<file path="src/rtl/serial_subtractor_pkg.sv">
// Shared definitions for the bit-serial subtractor: FSM state encoding.
package serial_subtractor_pkg;

    typedef enum logic [1:0] {
        S_IDLE  = 2'd0,
        S_SHIFT = 2'd1,
        S_DONE  = 2'd2
    } state_t;

endpackage

</file>
<file path="src/rtl/serial_subtractor_full_subtractor_bit.sv">
// One-bit full subtractor: x - y - br -> difference bit d and borrow out br_next.
module full_subtractor_bit (
    input  logic x,
    input  logic y,
    input  logic br,
    output logic d,
    output logic br_next
);

    assign d       = x ^ y ^ br;
    assign br_next = (~x & y) | (~(x ^ y) & br);

endmodule

</file>
<file path="src/rtl/serial_subtractor.sv">
// Bit-serial two's-complement subtractor {bo, diff} = a - b - bi, LSB first,
// with valid/ready handshakes on operands and result.
module serial_subtractor
    import serial_subtractor_pkg::*;
#(
    parameter int WIDTH = 8
) (
    input  logic             clk,
    input  logic             reset_n,
    input  logic             in_valid,
    output logic             in_ready,
    input  logic [WIDTH-1:0] a,
    input  logic [WIDTH-1:0] b,
    input  logic             bi,
    output logic             out_valid,
    input  logic             out_ready,
    output logic [WIDTH-1:0] diff,
    output logic             bo
);

    localparam int CNT_W = $clog2(WIDTH) + 1;
    localparam logic [CNT_W-1:0] CNT_LAST = CNT_W'(WIDTH - 1);
    localparam logic [CNT_W-1:0] CNT_ONE  = CNT_W'(1);

    state_t             state_r;
    state_t             state_s;
    logic [CNT_W-1:0]   cnt_r;
    logic [WIDTH-1:0]   a_sh_r;
    logic [WIDTH-1:0]   b_sh_r;
    logic               borrow_r;
    logic [WIDTH-1:0]   diff_r;
    logic               bo_r;
    logic               in_ready_r;
    logic               out_valid_r;
    logic               d_s;
    logic               br_s;

    full_subtractor_bit u_bit (
        .x       (a_sh_r[0]),
        .y       (b_sh_r[0]),
        .br      (borrow_r),
        .d       (d_s),
        .br_next (br_s)
    );

    // Next-state logic; the unused encoding falls back to idle.
    always_comb begin
        state_s = state_r;
        case (state_r)
            S_IDLE: begin
                if (in_valid) state_s = S_SHIFT;
                else          state_s = S_IDLE;
            end
            S_SHIFT: begin
                if (cnt_r == CNT_LAST) state_s = S_DONE;
                else                   state_s = S_SHIFT;
            end
            S_DONE: begin
                if (out_ready) state_s = S_IDLE;
                else           state_s = S_DONE;
            end
            default: state_s = S_IDLE;
        endcase
    end

    // State, handshake flags and serial datapath registers.
    always_ff @(posedge clk or negedge reset_n) begin
        if (!reset_n) begin
            state_r     <= S_IDLE;
            cnt_r       <= '0;
            a_sh_r      <= '0;
            b_sh_r      <= '0;
            borrow_r    <= 1'b0;
            diff_r      <= '0;
            bo_r        <= 1'b0;
            in_ready_r  <= 1'b1;
            out_valid_r <= 1'b0;
        end else begin
            state_r     <= state_s;
            in_ready_r  <= (state_s == S_IDLE);
            out_valid_r <= (state_s == S_DONE);
            case (state_r)
                S_IDLE: begin
                    if (in_valid) begin
                        a_sh_r   <= a;
                        b_sh_r   <= b;
                        borrow_r <= bi;
                        cnt_r    <= '0;
                    end
                end
                S_SHIFT: begin
                    // Result bits fill the vacated MSBs of a_sh, so diff is only
                    // loaded once, with the complete word, on the last bit.
                    a_sh_r   <= {d_s, a_sh_r[WIDTH-1:1]};
                    b_sh_r   <= {1'b0, b_sh_r[WIDTH-1:1]};
                    borrow_r <= br_s;
                    cnt_r    <= cnt_r + CNT_ONE;
                    if (cnt_r == CNT_LAST) begin
                        diff_r <= {d_s, a_sh_r[WIDTH-1:1]};
                        bo_r   <= br_s;
                    end
                end
                default: begin
                end
            endcase
        end
    end

    assign in_ready  = in_ready_r;
    assign out_valid = out_valid_r;
    assign diff      = diff_r;
    assign bo        = bo_r;

endmodule

</file>
<file path="config.mk">
export PLATFORM = sky130hd
export DESIGN_NAME = serial_subtractor
export DESIGN_NICKNAME = d
export VERILOG_FILES = /design/src/rtl/serial_subtractor_pkg.sv /design/src/rtl/serial_subtractor_full_subtractor_bit.sv /design/src/rtl/serial_subtractor.sv
export SDC_FILE = /design/constraint.sdc
export NUM_CORES = 1
export LEC_CHECK = 0
export CORE_ASPECT_RATIO = 1.75
export CORE_UTILIZATION = 45
export CTS_CLUSTER_SIZE = 30
export DETAILED_ROUTE_END_ITERATION = 7
export GPL_TIMING_DRIVEN = 0
export HOLD_SLACK_MARGIN = 0.15
export PLACE_DENSITY = 0.74
export SLEW_MARGIN = 10
export SYNTH_ARGS = -nofsm -noshare
export SYNTH_HDL_FRONTEND = slang
export SYNTH_HIERARCHICAL = 1
export SYNTH_SLANG_ARGS = --single-unit
export TNS_END_PERCENT = 30
</file>
<file path="constraint.sdc">
create_clock -name clk -period 1.5 [get_ports clk]
set_clock_uncertainty 0.2 [all_clocks]
set_input_delay 0.375 -clock clk [delete_from_list [all_inputs] [get_ports clk]]
set_output_delay 0.375 -clock clk [all_outputs]
set_load 0.01 [all_outputs]
</file>
==> metrics, run 1 <==
adder-cell share of the synthesized area=2.05%; Initial Utilization=47.3%; kind of critical path=reg -> reg; Pint=2.48 mW; CP required=1.46 ns; vias in the first global route=1257; relative slew slack=68.2%; RSZ-0062 raised after global routing=true; Inst Count DP=222; compound-gate portion of the synthesized area=16.1%; sequential power share=42.7%; final slew viol count=0; main combinational cell family by area after synthesis=simple AND/OR/NAND/NOR gates; Top delay family on crit path=flip-flops; worst flop-to-flop path startpoint=cnt_r[0]; drt drc=0; DR WL/cell=15.1 um; hold_sp=b_sh_r[0]; failing checks=setup timing; placed instance area=0.00196 mm^2; clock share of power=18.0%; Buf+Inv Stages, Crit Path=1; worst setup margin=-0.168 ns; Area growth syn-to-layout=29.7%; Setup violations, final=9; CTS tree=done; hold crit path type=reg -> reg; status=finished, violations left; Ports=32; crit share post-route=111%; Layout fillers=317; Vias=1236; DRT iter0 DRCs=8; # port buffers=31; Seq/Total Area, Yosys=53.6%; # nets final=208; syn_nets=169; Net Sw Frac=34.6%; crit-path max FO=10; P_sw=1.31 mW; count of different cell masters after synthesis=30; Clk Latency, worst-skew pair=0.28 ns; global placement routability congestion=0.774; Post-Route Setup TNS=-1.31 ns; Tmin final=1.67 ns; CP Capture Type=flop; Die Area=0.00378 mm^2; mux contribution to synthesized area=7.00%; synth warn=6; combinational power share=39.3%; Main synth FF type=dfrtp_1; Worst path slowest cell=dfrtp_1; clk root buf=clkbuf_8; crit path from=cnt_r[0]; ANT nets after route=0; grt ovf=0; GRT Total Usage=21.2%; Rows=28; antenna violations before repair=0; top post-synthesis cells by area=dfrtp_1 (52%), and3b_1 (7.7%), mux2_2 (6.4%), a21oi_1 (4.7%), nand2_1 (4.7%); fin cells=231; Max Fclk=0.599 GHz; MaxCap Viol Count=0; number of synthesized flops with an enable pin=0; Pwr per Cell Area=1840 mW/mm^2; TritonCTS Buffers=5; Final Hold Fails=0; clk buf depth=2; HPWL Detailed=2470 um; DRT Wirelength=3490 um; Clock transition at path regs=0.07 ns; largest area contributor in the netlist=dfrtp_1; arrival time at the worst endpoint=1.63 ns; Peak VDD IR=869 uV; pre-CTS setup slack=-0.539 ns; post-layout util=61.3%; Critical Path Max Stage Delay=0.42 ns; Setup Fix Bufs, Post-CTS=0; core area=0.00336 mm^2; crit-path cells=ha_4 -> nand2_2 -> nor3_4 -> buf_6 -> mux2_2; Storage cell area=853 um^2; Pwr Total=3.79 mW; Mapped Cells=146; Hold Slack=0.282 ns; H-tree levels=2; fraction of registers with async set or reset after synthesis=100%; CTS Sinks=34; Simple-Gate Fraction of Synth Area=16.6%; Tightest Pin Transition=0.478 ns; leakage=0.957 nW; post-synth top area share=51.9%; Vias per Instance=5.35; share of cells above drive strength 1=21.5%; Setup crit start kind=flop; pin count of the biggest net entering global routing=35; Antenna diodes=0; final instance area=0.00206 mm^2; Seq cells post-synth=34; die width=46.9 um; drt first pass iters=4; multi-input logic area=683 um^2; syn_area_per_cell=10.9 um^2; synthesized area=0.00159 mm^2; XOR/XNOR share of the synthesized area=0%; Die H=80.6 um; global-route wire length before repair=5670 um
==> logic make-up after synthesis <==
family,count (synthesis)
AOI/OAI and AO/OA,43
and+or+nand+nor,43
DFF,34
buffers and inverters,14
muxes,10
adders and majority gates,2
==> area by class of cell <==
class,count,share of cell area (%)
sequential,34,41.4
multi-input combinational,98,33.1
timing repair buffer,32,14.0
clock buffer,8,4.37
buffer,10,3.70
tap,45,2.73
inverter,4,0.728
==> cells in the final DEF, fill, tap and decap left out, types with 2 or more instances in the layout <==
cell / count
nand3_1: 2
inv_1: 3
clkbuf_2: 7
clkbuf_1: 4
clkdlybuf4s50_1: 18
clkbuf_8: 6
mux2_2: 9
nor2b_1: 2
and3b_1: 14
a21oi_1: 15
dfrtp_1: 32
a21o_1: 2
nor2_1: 2
clkdlybuf4s15_1: 5
o21ai_1: 4
nand2_1: 19
clkbuf_4: 4
o21ai_0: 14
buf_6: 4
==> sequential cells by signal, indices dropped and copies added (netlist names) <==
signal	count
cnt_r	4
state_r	2
a_sh_r	8
out_valid	1
b_sh_r	8
in_ready	1
bo	1
borrow_r	1
diff	8
==> timing repair <==
action | CTS | global route
gates cloned | 0 | 0
endpoints found under the hold margin | 33 | 0
resized for setup | 29 | 17
pin swaps | 3 | 1
setup endpoints to repair | 36 | 66
hold buffers | 1 | 0
==> tightest hold or removal path, delay by kind of cell, from the launching register on <==
| family | cells | cell delay (ns) |
|---|---|---|
| flip-flops | 1 | 0.34 |
| AND/OR/NAND/NOR | 1 | 0.04 |
| AO/OA/AOI/OAI | 1 | 0.06 |
==> final timing paths <==
kind                               to  slack [ns]  cells past startpoint
setup / recovery              diff[6]       -0.17                      5
min in group asynchronous          bo        0.41                      2
max in group asynchronous  state_r[1]        0.33                      2
hold / removal              b_sh_r[0]        0.28                      2
setup reg to reg              diff[6]       -0.17                      5
hold reg to reg             b_sh_r[0]        0.28                      2
==> power groups by stage <==
stage	Sequential, mW	Clock [mW]	Combinational [mW]
after floorplan	1.61	0	0.898
after global routing	1.66	0.738	1.67
final	1.62	0.680	1.49
after detailed placement	1.61	0	1.51
after CTS	1.61	0.699	1.50
after global placement	1.59	0	1.45
==> routing by layer <==
layer / vias up / wire length [um] / GRT usage, % / share of wire (%)
li1: 585 / - / - / -
met1: 618 / 1360 / 24.0 / 39
met2: 27 / 1970 / 36.5 / 56
met3: 6 / 111 / 4.94 / 3.2
met4: 0 / 54 / 8.29 / 1.5
met5: - / 0 / 0 / 0
==> Yosys cell counts (all sizes together), types with 2 or more instances <==
library cell / n
a21o: 2
a21oi: 15
a22oi: 2
and3b: 14
buf: 7
clkbuf: 3
dfrtp: 33
inv: 4
mux2: 9
nand2: 20
nand2b: 2
nand3: 2
nor2: 2
nor2b: 2
o21ai: 18
(Power assumes the default switching activity.)
==> inputs of run 2 (changes only) <==
Settings changed: CAP_MARGIN set to 20, HOLD_SLACK_MARGIN 0.15 to not set.
==> results of run 2 <==
Final layout, timing and power as in run 1 (identical DEF).
==> inputs of run 3 (changes only) <==
Settings changed: CORE_ASPECT_RATIO 1.75 to not set.
==> metrics, run 3 (same netlist as run 1, synthesis figures left out) <==
DRT Wirelength=3420 um; Peak VDD IR=902 uV; share of cells above drive strength 1=27.1%; Max Fclk=0.610 GHz; Tmin final=1.64 ns; vias in the first global route=1156; crit-path max FO=9; TritonCTS Buffers=5; ANT nets after route=0; P_sw=1.33 mW; worst setup margin=-0.140 ns; Die H=61.4 um; Post-Route Setup TNS=-1.09 ns; status=finished, violations left; Vias per Instance=5.18; GRT met3 Usage=4.41%; CTS tree=done; crit share post-route=109%; Rows=21; commonest non-fill, non-tap cell in the layout=dfrtp_1; Antenna diodes=0; global-route wire length before repair=5610 um; Layout fillers=289; core area=0.00336 mm^2; CTS Sinks=34; Setup crit start kind=flop; RSZ-0062 raised after global routing=true; grt met2 use=33.1%; Setup violations, final=9; sequential power share=42.3%; Hold Slack=0.294 ns; antenna violations before repair=0; Pwr Total=3.81 mW; GRT Total Usage=21.2%; grt ovf=0; GR peak layer=met2; HPWL Detailed=2340 um; die width=61.4 um; Final Hold Fails=0; Die Area=0.00378 mm^2; clock share of power=16.6%; Net Sw Frac=34.9%; Vias=1233; combinational power share=41.1%; clk buf depth=2; arrival time at the worst endpoint=1.68 ns; placed instance area=0.00196 mm^2; hold crit path type=reg -> reg; Storage cell area=853 um^2; drt drc=0; failing checks=setup timing; relative slew slack=69.5%; CP Capture Type=flop; pin count of the biggest net entering global routing=35; CP required=1.54 ns; multi-input logic area=692 um^2; Initial Utilization=47.3%; Ports=32; Pwr per Cell Area=1830 mW/mm^2; Tightest Pin Transition=0.457 ns; MaxCap Viol Count=0; pre-CTS setup slack=-0.495 ns; # port buffers=31; leakage=0.997 nW; H-tree levels=2; met1 GRT Util=28.2%; drt first pass iters=4; Area growth syn-to-layout=30.8%; final slew viol count=0; DR WL/cell=14.4 um; final instance area=0.00208 mm^2; kind of critical path=reg -> reg; DRT iter0 DRCs=52; fin cells=238; Clk Latency, worst-skew pair=0.34 ns; clk root buf=clkbuf_4; Pint=2.48 mW; # nets final=214; most frequent cells in the layout=dfrtp_1 (32), nand2_1 (19), clkdlybuf4s50_1 (18); global placement routability congestion=0.770; post-layout util=61.9%; Inst Count DP=223; Clock transition at path regs=0.10 ns
-- run 3: cell count changes in the layout (fill, tap and decap cells not counted), sizes merged --
cell / before / now
dlygate4sd2: 0 / 1
clkbuf: 21 / 14
clkdlybuf4s15: 5 / 0
buf: 5 / 22
-- run 3: power by group through the flow --
stage,Clock (mW),Sequential [mW],Combinational (mW)
6_report,0.631,1.61,1.57
5_1_grt,0.675,1.66,1.77
4_1_cts,0.644,1.60,1.51
3_5_place_dp,0,1.62,1.47
3_3_place_gp,0,1.58,1.43
2_1_floorplan,0,1.61,0.898
-- run 3: worst paths after layout --
check | startpoint | endpoint | slack [ns] | cells past startpoint
max in group asynchronous | reset_n | in_ready | 0.40 | 2
setup / recovery | state_r[1] | diff[0] | -0.14 | 4
min in group asynchronous | reset_n | bo | 0.35 | 2
hold reg to reg | b_sh_r[2] | b_sh_r[2] | 0.29 | 2
hold / removal | b_sh_r[2] | b_sh_r[2] | 0.29 | 2
setup reg to reg | state_r[1] | diff[0] | -0.14 | 4
-- run 3: per-layer routing --
| layer | up-vias | wire length [um] | part of all wire (%) |
|---|---|---|---|
| li1 | 606 | - | - |
| met1 | 593 | 1560 | 46 |
| met2 | 26 | 1680 | 49 |
| met3 | 8 | 114 | 3.3 |
| met4 | 0 | 68 | 2.0 |
| met5 | - | 0 | 0 |
-- run 3: cell type report --
type                    instances  share of cell area, %
plain buffers                  10                   3.43
clock buffers                   8                   3.79
flip-flops and latches         34                   41.0
repair buffers                 38                   15.0
multi-input cells              98                   33.3
well taps                      46                   2.77
inverters                       4                  0.722
-- run 3: timing repair --
item / CTS / global route
cloned: 0 / 0
pin swaps: 2 / 1
resized for setup: 52 / 7
endpoints found under the setup margin: 34 / 22
endpoints found under the hold margin: 33 / 0
buffers inserted: 5 / 1
hold buffers: 1 / 0
-- run 3: critical path: stages (launching register included) --
cell,delay [ns]
dfrtp_2,0.45
nand2b_4,0.17
nor3_4,0.19
buf_6,0.17
mux2_2,0.34
